[src/rtl/adder_bist_engine.sv]
// Built-in self-test engine for combinational modN adders: drives corner and LFSR operand
// pairs, waits a settle window, checks the returned sum against a+b and tallies results.
module adder_bist_engine #(
  parameter int          WIDTH   = 32,
  parameter int          N_TESTS = 10000,
  parameter int          SETTLE  = 2,
  parameter logic [63:0] SEED    = 64'h0000_0000_0000_0005
) (
  input  logic             clk,
  input  logic             rst_n,
  input  logic             start,
  output logic [WIDTH-1:0] a_o,
  output logic [WIDTH-1:0] b_o,
  input  logic [WIDTH-1:0] dut_sum_i,
  output logic             busy,
  output logic             done,
  output logic             all_pass,
  output logic [31:0]      pass_count,
  output logic [31:0]      fail_count,
  output logic [WIDTH-1:0] first_fail_a,
  output logic [WIDTH-1:0] first_fail_b,
  output logic [WIDTH-1:0] first_fail_sum
);

  localparam logic [63:0]      LFSR_MASK   = 64'hD800_0000_0000_0000;
  localparam logic [63:0]      SEED_EFF    = (SEED == 64'd0) ? 64'd1 : SEED;
  localparam logic [31:0]      LAST_IDX    = 32'(N_TESTS - 1);
  localparam logic [31:0]      SETTLE_LAST = 32'(SETTLE - 1);
  localparam logic [31:0]      CNT_MAX     = 32'hFFFF_FFFF;
  localparam logic [WIDTH-1:0] ALL_ONES    = '1;
  localparam logic [WIDTH-1:0] ONE         = {{(WIDTH-1){1'b0}}, 1'b1};
  localparam logic [WIDTH-1:0] MSB_ONLY    = {1'b1, {(WIDTH-1){1'b0}}};

  typedef enum logic [2:0] {
    S_IDLE,
    S_GEN,
    S_WAIT,
    S_CHECK,
    S_DONE
  } state_t;

  state_t           state;
  logic [63:0]      lfsr;
  logic [31:0]      index;
  logic [31:0]      settle_cnt;

  logic [63:0]      step1;
  logic [63:0]      step2;
  logic [WIDTH-1:0] vec_a;
  logic [WIDTH-1:0] vec_b;
  logic [WIDTH-1:0] golden;
  logic             sum_ok;

  function automatic logic [63:0] lfsr_step(input logic [63:0] s);
    return (s >> 1) ^ (s[0] ? LFSR_MASK : 64'd0);
  endfunction

  // Vector source: four corner cases first, then two LFSR steps per vector.
  always_comb begin
    step1 = lfsr_step(lfsr);
    step2 = lfsr_step(step1);
    vec_a = '0;
    vec_b = '0;
    case (index)
      32'd0: begin
        vec_a = '0;
        vec_b = '0;
      end
      32'd1: begin
        vec_a = ALL_ONES;
        vec_b = ONE;
      end
      32'd2: begin
        vec_a = ALL_ONES;
        vec_b = ALL_ONES;
      end
      32'd3: begin
        vec_a = MSB_ONLY;
        vec_b = MSB_ONLY;
      end
      default: begin
        vec_a = step1[WIDTH-1:0];
        vec_b = step2[WIDTH-1:0];
      end
    endcase
  end

  // Case equality so that an X/Z sum from the adder is treated as a mismatch.
  always_comb begin
    golden = a_o + b_o;
    sum_ok = (dut_sum_i === golden);
  end

  always_ff @(posedge clk) begin
    if (!rst_n) begin
      state          <= S_IDLE;
      lfsr           <= SEED_EFF;
      index          <= '0;
      settle_cnt     <= '0;
      a_o            <= '0;
      b_o            <= '0;
      busy           <= 1'b0;
      done           <= 1'b0;
      all_pass       <= 1'b0;
      pass_count     <= '0;
      fail_count     <= '0;
      first_fail_a   <= '0;
      first_fail_b   <= '0;
      first_fail_sum <= '0;
    end else begin
      case (state)
        S_IDLE, S_DONE: begin
          if (start) begin
            state          <= S_GEN;
            lfsr           <= SEED_EFF;
            index          <= '0;
            busy           <= 1'b1;
            done           <= 1'b0;
            all_pass       <= 1'b0;
            pass_count     <= '0;
            fail_count     <= '0;
            first_fail_a   <= '0;
            first_fail_b   <= '0;
            first_fail_sum <= '0;
          end
        end
        S_GEN: begin
          a_o        <= vec_a;
          b_o        <= vec_b;
          settle_cnt <= '0;
          if (index >= 32'd4) begin
            lfsr <= step2;
          end
          state <= S_WAIT;
        end
        S_WAIT: begin
          if (settle_cnt == SETTLE_LAST) begin
            state <= S_CHECK;
          end else begin
            settle_cnt <= settle_cnt + 32'd1;
          end
        end
        S_CHECK: begin
          if (sum_ok) begin
            if (pass_count != CNT_MAX) begin
              pass_count <= pass_count + 32'd1;
            end
          end else begin
            if (fail_count != CNT_MAX) begin
              fail_count <= fail_count + 32'd1;
            end
            // Saturation never returns fail_count to zero, so only the first miss is captured.
            if (fail_count == 32'd0) begin
              first_fail_a   <= a_o;
              first_fail_b   <= b_o;
              first_fail_sum <= dut_sum_i;
            end
          end
          if (index == LAST_IDX) begin
            state    <= S_DONE;
            busy     <= 1'b0;
            done     <= 1'b1;
            all_pass <= (fail_count == 32'd0) && sum_ok;
          end else begin
            index <= index + 32'd1;
            state <= S_GEN;
          end
        end
        default: begin
          state <= S_IDLE;
          busy  <= 1'b0;
          done  <= 1'b0;
        end
      endcase
    end
  end

endmodule

[config.mk]
export PLATFORM = sky130hd
export DESIGN_NAME = adder_bist_engine
export DESIGN_NICKNAME = d
export VERILOG_FILES = /design/src/rtl/adder_bist_engine.sv
export SDC_FILE = /design/constraint.sdc
export NUM_CORES = 1
export LEC_CHECK = 0
export BUFFER_PORTS_ARGS = -buffer_cell sky130_fd_sc_hd__buf_2
export CAP_MARGIN = 20
export CORE_UTILIZATION = 50
export CTS_BUF_LIST = sky130_fd_sc_hd__clkbuf_2 sky130_fd_sc_hd__clkbuf_4 sky130_fd_sc_hd__clkbuf_8
export DETAILED_ROUTE_END_ITERATION = 7
export HOLD_SLACK_MARGIN = 0.06
export PLACE_DENSITY = 0.77
export SYNTH_ARGS = -nofsm -noshare
export SYNTH_HDL_FRONTEND = slang
export SYNTH_SLANG_ARGS = --single-unit
[constraint.sdc]
create_clock -name clk -period 10.3 [get_ports clk]
set_input_delay 1.03 -clock clk [delete_from_list [all_inputs] [get_ports clk]]
set_output_delay 1.03 -clock clk [all_outputs]
set_load 0.01 [all_outputs]
# Word-level counts from Yosys, hierarchy flattened
# Index checks and enable logic that the tools add are counted.
[op_classes] addsub=5 magnitude_cmp=1 eq_ne=23 n_mux=39 n_bitwise=3 n_reduce_logical=19
[ops] cell="case mux 32 bit (2 select lines)" n=7
[ops] cell="2-to-1 mux 32 bit" n=13
[ops] cell="2-to-1 mux 64 bit" n=4
[ops] cell="adder 32 x 1 -> 32 bit, second input constant" n=4
[ops] cell="case mux 32 bit (4 select lines)" n=1
[ops] cell="case mux 64 bit (2 select lines)" n=1
[ops] cell="XOR 63 x 64 -> 64 bit" n=2
[ops] cell="case mux 32 bit (3 select lines)" n=1
[ops] cell="== test 32 x 1 -> 1 bit, second input constant" n=2
[ops] cell="== test 32 x 2 -> 1 bit, second input constant" n=2
[ops] cell="logical NOT 32 bit" n=2
[ops] cell="inequality test 32 bit, second input constant" n=2
[ops] cell="adder 32 bit" n=1
[ops] cell="== test 32 x 14 -> 1 bit, second input constant" n=1
[ops] cell="=== test 32 bit" n=1
[ops] cell=">= comparator 32 x 3 -> 1 bit, second input constant" n=1
[ops] cell="inequality test 2 bit, second input constant" n=11
[ops] cell="case mux 3 bit (4 select lines)" n=1
[ops] cell="AND reduction 3 bit" n=4
[ops] cell="AND reduction 4 bit" n=3
[ops] cell="2-to-1 mux 3 bit" n=3
[ops] cell="== test 3 x 2 -> 1 bit, second input constant" n=2
[ops] cell="case mux 1 bit (3 select lines)" n=2
[ops] cell="nonzero test 2 bit" n=3
[ops] cell="9 further kinds" n=16
[totals] register_bits=358 wordCells=104

# Depth between registers and ports, before layout
[depth] ltp_word=6 ltp_mapped=16 mapped_depth_nobuf=13

# Worst setup path after synthesis
# No wires, ideal clock.
[synth_timing] path_type="input-to-reg" start="input port dut_sum_i[19]" end="register first_fail_b[0]" arrival_time_ns=3.619 required_ns=10.180 path_slack_ns=6.562 cell_stages=13 path_buffers=3 path_cell_list="xor2_2 -> nor2_1 -> a222oi_1 -> nand4b_1 -> or4b_1 -> nor4_1 -> nand4b_1 -> nor3_4 -> a21oi_2 -> buf_2 -> buf_6 -> buf_6 -> mux2i_1"
[synth_between] elab_chain_cells=3
[synth_lines] element="start: declaration" line="14" rtl="input logic [WIDTH-1:0] dut_sum_i,"
[synth_lines] element="=== test 32 bit" line="91" rtl="sum_ok = (dut_sum_i === golden);"
[synth_lines] element="inequality test 2 bit (no line)"
[synth_lines] element="AND reduction 4 bit (no line)"
[synth_lines] element="end signal: assignment" line="155" rtl="first_fail_b <= b_o;"
[synth_lines] element="end: declaration" line="21" rtl="output logic [WIDTH-1:0] first_fail_b,"
# No other way between the ends.
# A chain may end at the register's enable or synchronous reset.

# Worst setup path after layout
[layout_timing] start="register a_o[1]" end="register first_fail_sum[8]"
[layout_between] elab_chain_cells=4
[layout_lines] element="start: declaration" line="12" rtl="output logic [WIDTH-1:0] a_o,"
[layout_lines] element="start signal: assignment" line="128" rtl="a_o <= vec_a;"
[layout_lines] element="adder 32 bit" line="90" rtl="golden = a_o + b_o;"
[layout_lines] element="=== test 32 bit" line="91"
[layout_lines] element="inequality test 2 bit (no line)"
[layout_lines] element="AND reduction 4 bit (no line)"
[layout_lines] element="end signal: assignment" line="156" rtl="first_fail_sum <= dut_sum_i;"
[layout_lines] element="end: declaration" line="22" rtl="output logic [WIDTH-1:0] first_fail_sum"
# No other way between the ends.

==> impl_metrics.json <==
{
  "post_cts_buffers": 0,
  "seq_area_sq_mm": 0.00717,
  "total_leakage_power_nw": 8.30,
  "grt_pass1_wl_um": 89200,
  "fin_worst_skew_ns": 0.0347,
  "met3_usage_pct": 6.63,
  "avgSynthCellArea_sq_um": 8.06,
  "synth_top_area_share_pct": 39.9,
  "htree_levels": 2,
  "slew_violations": 0,
  "timing.fmax_mhz": 182,
  "fp.dieH_um": 191,
  "vdd_drop_max_mv": 0.137,
  "synth_fa_ha_area_share_pct": 2.90,
  "muxShareOfSynthArea_pct": 6.00,
  "synthArstFlopShare_pct": 0,
  "ys_seq_area_share_pct": 39.9,
  "grt.overflow.total": 0,
  "synth_top_family_by_area": "simple AND/OR/NAND/NOR gates",
  "grt_max_degree": 123,
  "root_buffer": "clkbuf_8",
  "final_common_cell": "dfxtp_1",
  "num_io_pins": 262,
  "start_kind": "register",
  "grt_busiest_layer": "met2",
  "start_util_pct": 50.6,
  "syn_to_final_growth_pct": 16.4,
  "dr.first_iter.drc_count": 1589,
  "num_rows": 69,
  "criticalPathCategory": "register to register",
  "period_minus_slack_ns": 5.48,
  "synth_edf_count": 0,
  "largest_reg_flops": 64,
  "drtPass1Iterations": 6,
  "multi_input_area_sq_mm": 0.0102,
  "gp_congestion": 1.03,
  "cts_tree": "built",
  "yosysTopAreaCell": "dfxtp_1",
  "rr_startpoint": "a_o[1]",
  "grt_usage_pct": 30.8,
  "syn_area_sq_mm": 0.0179,
  "cts_made_buffers": 58,
  "worstPathArrival_ns": 6.00,
  "synthCells": 2228,
  "timing.final.crit_share_pct": 53.2,
  "ys_seq_elements": 358,
  "via_per_inst": 6.05,
  "antenna_cells": 0,
  "synthFlopType": "dfxtp_1",
  "grtUsageMet1_pct": 41.0,
  "dp_hpwl_um": 42000,
  "clkLatencyLatePin_ns": 0.67,
  "tightest_slew_ns": 1.13,
  "holdBufCountCts": 0,
  "post_cts_resized": 0,
  "cts.path.max_buffers": 3,
  "synthSimpleGateAreaFrac_pct": 25.1,
  "min_path_type": "register to register",
  "grtUsageMet2_pct": 47.5,
  "cp.required_ns": 10.82,
  "ant_nets": 0,
  "regMostFlops": "lfsr",
  "drc_errors": 0,
  "die_area_sq_mm": 0.0367,
  "wl_um": 58100,
  "layout_common_cells": "dfxtp_1 (358), nand2_1 (350), buf_2 (260)",
  "max-slew-margin-rel_pct": 24.1,
  "hold_slack_ns": 0.450,
  "coreArea_sq_mm": 0.0355,
  "fillers": 3155,
  "drive_above_1_share_pct": 17.2,
  "cp_max_fo": 55,
  "clkTransAtPathRegs_ns": 0.06,
  "yosys-top-cells-area": "dfxtp_1 (40%), nand2_1 (7.3%), nand3_1 (6.2%)",
  "finalSetupViolCount": 0,
  "portBuffers": 261,
  "grt_pass1_vias": 16205,
  "syn_nets": 2304,
  "antenna_found_initial": 0,
  "rsz0062_at_grt": "false",
  "vias": 17799,
  "endpoint_kind": "register",
  "cts_sinks": 358,
  "worstHoldStart": "lfsr[44]",
  "synth_compound_area_share_pct": 16.7,
  "tns_ns": 0,
  "die_x_um": 191,
  "fin_nets": 2508,
  "synth_cell_type_count": 76,
  "maxCapViolations": 0,
  "yosysWarnings": 0,
  "post_drt_wl_per_cell_um": 19.8,
  "synth_xor_area_share_pct": 5.64,
  "hold_violations": 0,
  "pwr_density_cell_mw_per_mm2": 171,
  "cp-startpoint": "a_o[1]",
  "status": "completed"
}
==> through the flow <==
step	power (mW)	worst slack, ns	instances	area (sq um)	utilization (%)
floorplan	1.97	6.56	2228	17900	-
global placement	2.19	4.90	2826	19400	54.7
detailed placement	2.20	4.84	2826	19400	54.7
CTS	3.57	4.80	2934	20800	58.5
global route	3.70	4.56	2941	20900	58.9
finish	3.57	4.82	2941	20900	58.9
==> synthesized netlist by cell type (all sizes together) (6+ instances only) <==
master     n
nand4b     7
inv       22
nor4b      6
and3      35
o2bb2ai    7
o21ai    132
buf       32
clkbuf   109
mux2i    102
a21oi    206
ha        40
a211oi    10
nor4      34
and2      11
nand4     44
or2        6
nor3      35
o211ai    24
or3       24
a31oi     15
o21a       6
nand3    222
nand2    350
a21o      31
a22oi      6
nand2b    11
a2111oi    6
o31ai     10
and4      11
xnor2     50
nor2b      8
dfxtp    358
xor2      62
nor2     124
==> routing by layer <==
layer  up-vias  share of wire, %
met2       776                44
met5         -                 0
met3       140               9.3
li1       8416                 -
met1      8467                42
met4         0               4.6
==> power by group <==
group,internal [mW],switching (mW),leakage (nW)
sequential,1.43,0.0699,2.89
combinational,0.236,0.464,4.69
clock,0.781,0.594,0.714
==> final timing paths <==
path / end / slack [ns] / depth (start not counted)
max: first_fail_sum[8] / 4.82 / 14
min: lfsr[44] / 0.45 / 2
max reg2reg: first_fail_sum[8] / 4.82 / 14
min reg2reg: lfsr[44] / 0.45 / 2
==> kinds of logic (layout without fill, tap and decap cells) <==
logic type | Yosys count | after routing
flops | 358 | 358
simple gates | 945 | 945
fa+ha+maj | 41 | 41
compound gates | 501 | 501
buf+inv | 163 | 415
xor+xnor | 113 | 113
mux | 107 | 107
==> critical path, cell delays in order, from the launching register on <==
cell	delay, ns
dfxtp_1	0.33
ha_1	0.30
a211oi_1	0.56
o21ai_1	0.25
a21oi_1	0.35
mux2_2	0.39
nand2b_1	0.15
a2111oi_0	0.65
nand4b_1	0.42
nor3_4	0.80
a21oi_4	0.01
buf_4	0.31
buf_4	0.30
buf_16	0.26
mux2i_1	0.18
==> final cells by class <==
cell class / count / area share [%]
multi-input combinational: 1707 / 48.6
inverter: 22 / 0.395
timing repair buffer: 285 / 7.60
clock buffer: 92 / 5.64
sequential: 358 / 34.3
clock inverter: 16 / 0.707
tap: 461 / 2.76
No activity file was read; power rests on OpenSTA's default activity.
